===== src/rtl/rom_if_pkg.sv =====
// Shared widths, read latency and burst-reader FSM states for the ROM
// read interface.
package rom_if_pkg;

    localparam int ADDR_W_DEF = 8;
    localparam int DATA_W_DEF = 8;
    localparam int ROM_LAT    = 1;

    typedef enum logic [1:0] {
        ST_IDLE,
        ST_READ,
        ST_DRAIN,
        ST_DONE
    } rd_state_e;

endpackage


===== src/rtl/rom_rd_fifo.sv =====
// Small synchronous FIFO whose head entry is held in a register, so rd_data
// is a flop output and stays stable until the entry is popped.
module rom_rd_fifo #(
    parameter int FIFO_DEPTH = 4,
    parameter int DATA_W     = 8
) (
    input  logic                          clk,
    input  logic                          resetn,
    input  logic                          wr_en,
    input  logic [DATA_W-1:0]             wr_data,
    input  logic                          rd_en,
    output logic [DATA_W-1:0]             rd_data,
    output logic [$clog2(FIFO_DEPTH):0]   count
);

    localparam int PTR_W = $clog2(FIFO_DEPTH);
    localparam int CNT_W = PTR_W + 1;

    logic [DATA_W-1:0] mem_q [FIFO_DEPTH];
    logic [PTR_W-1:0]  wr_ptr_q, rd_ptr_q, rd_nxt;
    logic [CNT_W-1:0]  count_q, count_d;
    logic [DATA_W-1:0] head_q, head_d;
    logic              rd_ok, wr_ok;

    always_comb begin
        rd_ok   = rd_en && (count_q != '0);
        wr_ok   = wr_en && ((count_q != CNT_W'(FIFO_DEPTH)) || rd_ok);
        rd_nxt  = PTR_W'(rd_ptr_q + 1'b1);
        count_d = count_q + {{(CNT_W-1){1'b0}}, wr_ok} - {{(CNT_W-1){1'b0}}, rd_ok};
        head_d  = head_q;
        // The head register mirrors mem_q[rd_ptr_q]; a single remaining
        // entry being popped while a write lands hands over to wr_data.
        if (rd_ok) begin
            if (count_q == CNT_W'(1)) begin
                if (wr_ok) head_d = wr_data;
            end else begin
                head_d = mem_q[rd_nxt];
            end
        end else if ((count_q == '0) && wr_ok) begin
            head_d = wr_data;
        end
    end

    always_ff @(posedge clk) begin
        if (wr_ok) mem_q[wr_ptr_q] <= wr_data;
    end

    always_ff @(posedge clk or negedge resetn) begin
        if (!resetn) begin
            wr_ptr_q <= '0;
            rd_ptr_q <= '0;
            count_q  <= '0;
            head_q   <= '0;
        end else begin
            if (wr_ok) wr_ptr_q <= PTR_W'(wr_ptr_q + 1'b1);
            if (rd_ok) rd_ptr_q <= rd_nxt;
            count_q <= count_d;
            head_q  <= head_d;
        end
    end

    assign rd_data = head_q;
    assign count   = count_q;

endmodule


===== src/rtl/rom_burst_reader.sv =====
// Sweeps a contiguous ROM address range, buffers returned bytes and streams
// them out with a last flag and a running 8-bit checksum.
module rom_burst_reader
    import rom_if_pkg::*;
#(
    parameter int ADDR_W     = ADDR_W_DEF,
    parameter int DATA_W     = DATA_W_DEF,
    parameter int FIFO_DEPTH = 4
) (
    input  logic              clk,
    input  logic              resetn,
    input  logic              start,
    input  logic [ADDR_W-1:0] start_addr,
    input  logic [ADDR_W:0]   len,
    output logic              busy,
    output logic              done,
    output logic              rom_ce,
    output logic              rom_ren,
    output logic [ADDR_W-1:0] rom_addr,
    input  logic [DATA_W-1:0] rom_data,
    output logic              out_valid,
    input  logic              out_ready,
    output logic [DATA_W-1:0] out_data,
    output logic              out_last,
    output logic [DATA_W-1:0] checksum
);

    localparam int CNT_W = $clog2(FIFO_DEPTH) + 1;

    rd_state_e         state_q, state_d;
    logic [ADDR_W-1:0] cur_addr_q, cur_addr_d;
    logic [ADDR_W:0]   len_q, len_d;
    logic [ADDR_W:0]   issued_q, issued_d;
    logic [ADDR_W:0]   xfer_q, xfer_d, xfer_inc;
    logic [DATA_W-1:0] ck_q, ck_d;
    logic              rom_ce_q, rom_ce_d;
    logic [ADDR_W-1:0] rom_addr_q, rom_addr_d;
    logic              rd_pend_q;
    logic [CNT_W-1:0]  fifo_count;
    logic [CNT_W:0]    inflight;
    logic              issue, xfer, last_beat;

    rom_rd_fifo #(
        .FIFO_DEPTH (FIFO_DEPTH),
        .DATA_W     (DATA_W)
    ) u_fifo (
        .clk     (clk),
        .resetn  (resetn),
        .wr_en   (rd_pend_q),
        .wr_data (rom_data),
        .rd_en   (xfer),
        .rd_data (out_data),
        .count   (fifo_count)
    );

    assign out_valid = (fifo_count != '0);
    assign xfer      = out_valid && out_ready;
    assign xfer_inc  = xfer_q + 1'b1;
    assign last_beat = (xfer_inc == len_q);
    assign out_last  = out_valid && last_beat;

    // Credit counts buffered bytes plus reads still travelling through the
    // ROM, so every returned byte is guaranteed a FIFO slot.
    assign inflight = {1'b0, fifo_count} + {{CNT_W{1'b0}}, rom_ce_q}
                    + {{CNT_W{1'b0}}, rd_pend_q};
    assign issue    = (state_q == ST_READ) && (issued_q < len_q)
                    && (inflight < (CNT_W+1)'(FIFO_DEPTH));

    always_comb begin
        state_d    = state_q;
        cur_addr_d = cur_addr_q;
        len_d      = len_q;
        issued_d   = issued_q;
        xfer_d     = xfer_q;
        ck_d       = ck_q;
        rom_ce_d   = 1'b0;
        rom_addr_d = rom_addr_q;

        if (xfer) begin
            xfer_d = xfer_inc;
            ck_d   = ck_q + out_data;
        end

        case (state_q)
            ST_IDLE: begin
                if (start) begin
                    len_d      = len;
                    cur_addr_d = start_addr;
                    issued_d   = '0;
                    xfer_d     = '0;
                    ck_d       = '0;
                    state_d    = (len == '0) ? ST_DONE : ST_READ;
                end
            end
            ST_READ: begin
                if (issue) begin
                    rom_ce_d   = 1'b1;
                    rom_addr_d = cur_addr_q;
                    cur_addr_d = cur_addr_q + 1'b1;
                    issued_d   = issued_q + 1'b1;
                    if ((issued_q + 1'b1) == len_q) state_d = ST_DRAIN;
                end
            end
            ST_DRAIN: begin
                if (xfer && last_beat) state_d = ST_DONE;
            end
            ST_DONE: begin
                state_d = ST_IDLE;
            end
            default: state_d = ST_IDLE;
        endcase
    end

    always_ff @(posedge clk or negedge resetn) begin
        if (!resetn) begin
            state_q    <= ST_IDLE;
            cur_addr_q <= '0;
            len_q      <= '0;
            issued_q   <= '0;
            xfer_q     <= '0;
            ck_q       <= '0;
            rom_ce_q   <= 1'b0;
            rom_addr_q <= '0;
            rd_pend_q  <= 1'b0;
        end else begin
            state_q    <= state_d;
            cur_addr_q <= cur_addr_d;
            len_q      <= len_d;
            issued_q   <= issued_d;
            xfer_q     <= xfer_d;
            ck_q       <= ck_d;
            rom_ce_q   <= rom_ce_d;
            rom_addr_q <= rom_addr_d;
            // One-cycle ROM: a read driven this cycle returns data next cycle.
            rd_pend_q  <= rom_ce_q;
        end
    end

    assign rom_ce   = rom_ce_q;
    assign rom_ren  = rom_ce_q;
    assign rom_addr = rom_addr_q;
    assign busy     = (state_q == ST_READ) || (state_q == ST_DRAIN);
    assign done     = (state_q == ST_DONE);
    assign checksum = ck_q;

endmodule


===== config.mk =====
export PLATFORM = sky130hd
export DESIGN_NAME = rom_burst_reader
export DESIGN_NICKNAME = d
export VERILOG_FILES = /design/src/rtl/rom_if_pkg.sv /design/src/rtl/rom_rd_fifo.sv /design/src/rtl/rom_burst_reader.sv
export SDC_FILE = /design/constraint.sdc
export NUM_CORES = 1
export LEC_CHECK = 0
export BUFFER_PORTS_ARGS = -buffer_cell sky130_fd_sc_hd__buf_4
export CAP_MARGIN = 10
export CORE_UTILIZATION = 61
export CTS_BUF_LIST = sky130_fd_sc_hd__clkbuf_4 sky130_fd_sc_hd__clkbuf_8
export CTS_CLUSTER_DIAMETER = 200
export DETAILED_ROUTE_END_ITERATION = 10
export PLACE_DENSITY = 0.82
export SYNTH_ARGS = -nofsm -noshare
export SYNTH_HDL_FRONTEND = slang
export SYNTH_SLANG_ARGS = --single-unit

===== constraint.sdc =====
create_clock -name clk -period 2.9 [get_ports clk]
set_input_delay 0.145 -clock clk [delete_from_list [all_inputs] [get_ports clk]]
set_output_delay 0.145 -clock clk [all_outputs]
set_load 0.02 [all_outputs]

==> flow_summary.toml <==
[global_route]
grt_usage_pct = 27.2
grt_pass1_vias = 4228
grt_overflow = 0
grt_antenna_before_repair = 0
grt_first_pass_wirelength_mm = 20.2
grt_max_degree = 71

[yosys]
ys.flop_type = "dfrtp_1"
yosysWarnings = 0
syn_nets = 590
ys_ff_latch = 102
synth.avg_cell_area_um2 = 10.4
postSynthCellCount = 528
ys_async_sr_fraction_pct = 68.6
yosys.area.top_type_share_pct = 31.9
synthTopCellsByArea = "dfrtp_1 32%, edfxtp_1 17%, ha_1 7.1%"
synthDistinctLibCells = 64
synth_area_mm2 = 0.00550
yosysSeqAreaShare_pct = 49.4
synth_top_cell_by_area = "dfrtp_1"
synth_edf_count = 32

[routing]
drt_wl_total_mm = 12.1
drt_iter0_drc = 300
route.detailed.drc = 0
first_pass_iters = 5
postRouteAntennaNets = 0
wl_per_cell_um = 17.0
via_per_inst = 5.95
vias = 4229

[floorplanning]
core_region_area_mm2 = 0.00872
dieArea_mm2 = 0.00939
initial_utilization_pct = 63.0
die_h_um = 96.9
top_level_ports = 59
die_w_um = 96.9
placementRows = 34

[clock_network]
cts_buffers = 9
cts_root_buffer = "clkbuf_8"
cts_tree = "built"
clk_path_buf_depth = 2
postCtsSetupBuffers = 0
htree_levels = 3
clkTransAtPathRegs_ns = 0.11
clkSinkCount = 102
worstSkewPairLatency_ns = 0.38

[sta]
tightest_slew_ns = 0.925
slew_headroom_pct = 37.9
hold_viol = 0
fmax_ghz = 0.383
setup-violations-final = 0
setup_tns_ns = 0
whs_ns = 0.0185
skew_ns = 0.0172
timing.final.crit_share_pct = 90.1
maxSlewViolCount = 0
fin_crit_ns = 2.61
rsz0062_at_grt = "false"

[critical_path]
worst-endpoint-required_ns = 3.18
crit_chain = "ha_1 -> o211ai_1 -> a21oi_1 -> o41ai_2 -> nand3_1 -> a21o_1 -> or3_1 -> o221a_2"
worstSetupStartpointType = "flip-flop"
cp_max_fo = 16
crit_type = "flip-flop to flip-flop"
cp-end-kind = "flip-flop"
slowest_stage = "dfrtp_1"
cp_slowest_stage_delay_ns = 0.48
arrival_ns = 2.89

[pwr]
powerDensity_mw_per_mm2 = 1020
p_leak_nw = 2.78
peakVddDrop_uv = 591

[place]
dp_hpwl_mm = 8.48
port_buffers = 58
gp_congestion = 0.917

[cells_and_area]
nets = 660
drive_above_1_share_pct = 17.4
layout-area-overhead-vs-synth_pct = 16.3
diodes = 0

[worst_hold_path]
min_path_type = "input pin to flip-flop"

[run]
maxCapViolations = 0

[outcome]
status = "finished, final reports clean"
-- sequential cells by signal (all words and copies together), names as in the netlist --
register and flops:
u_fifo.mem_q 32, issued_q 9, len_q 9, xfer_q 9, checksum 8, cur_addr_q 8
rom_addr 8, u_fifo.rd_data 8, u_fifo.count 3, state_q 2, u_fifo.rd_ptr_q 2, u_fifo.wr_ptr_q 2
rd_pend_q 1, rom_ce 1
-- logic make-up (layout without fill, tap and decap cells) --
kind of cell | count (synthesis) | count (layout) | share of synthesized area (%)
AOI/OAI and AO/OA | 115 | 115 | 13.3
xor gates and xnor gates | 33 | 33 | 5.26
adders and majority gates | 33 | 33 | 7.79
buffers and inverters | 52 | 127 | 3.80
DFF | 102 | 102 | 49.4
muxes | 22 | 22 | 5.87
and+or+nand+nor | 171 | 171 | 14.6
-- routing by layer --
metal | GRT usage, % | share of wire [%] | up-vias
met3 | 4.84 | 4.7 | 27
li1 | - | - | 2025
met4 | 11.0 | 2.6 | 0
met5 | 0 | 0 | -
met1 | 35.8 | 43 | 2062
met2 | 44.6 | 50 | 115
-- synth_stat cells, types with 3 or more instances --
master,instances
a21o_1,6
a21oi_1,29
a31oi_1,5
and2_1,7
buf_2,5
clkbuf_1,15
dfrtp_1,70
edfxtp_1,32
ha_1,31
inv_1,26
mux2i_1,12
mux4_2,8
nand2_1,77
nand2b_1,4
nand3_1,15
nand4_1,6
nor2_1,27
nor2b_1,5
nor3_1,8
nor4_1,3
o211ai_1,8
o21ai_0,35
o22ai_1,3
o31ai_1,3
o41ai_1,3
or3_1,3
or4_1,5
xnor2_1,24
xor2_1,9
-- repair_timing --
item | CTS | global route
hold buffers | 15 | 0
hold endpoints to repair | 108 | 0
setup endpoints to repair | 0 | 4
resized for setup | 0 | 1
-- power breakdown --
group	switching [mW]	internal [mW]	total [mW]
Sequential	0.508	1.94	2.44
Clock	0.566	0.341	0.907
Combinational	1.76	1.42	3.18
Total	2.84	3.70	6.53
-- path summary, 6_finish.rpt --
check | startpoint | end | slack [ns] | cells after the start
min reg2reg | rom_ce$_DFF_PN0_ | rd_pend_q$_DFF_PN0_ | 0.45 | 0
max reg2reg | issued_q[2]$_DFFE_PN0P_ | cur_addr_q[7]$_DFFE_PN0P_ | 0.29 | 8
min | len[5] | len_q[5]$_DFFE_PN0P_ | 0.02 | 3
min in group asynchronous | resetn | checksum[6]$_DFF_PN0_ | 0.41 | 2
max | issued_q[2]$_DFFE_PN0P_ | cur_addr_q[7]$_DFFE_PN0P_ | 0.29 | 8
max in group asynchronous | resetn | u_fifo.wr_ptr_q[1]$_DFFE_PN0P_ | 1.88 | 2
-- layout make-up --
cell class | count | area [um2]
clock buffers | 9 | 124
fillers | 610 | 2330
flip-flops and latches | 102 | 2710
inverters | 28 | 105
multi-input cells | 374 | 2580
repair buffers | 83 | 661
well taps | 108 | 135
clock inverters | 7 | 73.8
-- critical path: cells and delay by family (launching register included) --
kind | cells | cell delay (ns)
and+or+nand+nor | 2 | 0.61
AOI/OAI and AO/OA | 5 | 1.11
DFF | 1 | 0.48
adders and majority gates | 1 | 0.31
-- stage by stage --
stage | std cells | worst slack, ns | utilization [%] | power (mW) | area (um2)
5_1_grt | 711 | 0.0545 | 73.3 | 7.01 | 6390
2_1_floorplan | 528 | 0.246 | - | 4.60 | 5500
3_3_place_gp | 680 | 0.346 | 69.2 | 5.42 | 6040
3_5_place_dp | 680 | 0.179 | 69.2 | 5.59 | 6040
6_report | 711 | 0.286 | 73.3 | 6.53 | 6390
4_1_cts | 711 | 0.171 | 73.2 | 6.55 | 6380
-- placed cells by master, fill, tap and decap left out, types with 4 or more instances in the layout --
| cell | count |
|---|---|
| buf_4 | 68 |
| nor2_1 | 27 |
| xor2_1 | 9 |
| inv_1 | 26 |
| or4_1 | 5 |
| xnor2_1 | 24 |
| ha_1 | 31 |
| dlygate4sd3_1 | 15 |
| a21oi_1 | 29 |
| and2_1 | 7 |
| mux4_2 | 8 |
| nand3_1 | 15 |
| nor2b_1 | 5 |
| nand4_1 | 6 |
| a21o_1 | 6 |
| o21ai_0 | 35 |
| mux2i_1 | 12 |
| a31oi_1 | 5 |
| nor3_1 | 8 |
| nand2_1 | 77 |
| nand2b_1 | 4 |
| clkbuf_8 | 9 |
| dfrtp_1 | 70 |
| o211ai_1 | 8 |
| edfxtp_1 | 32 |
(Power assumes the default switching activity.)
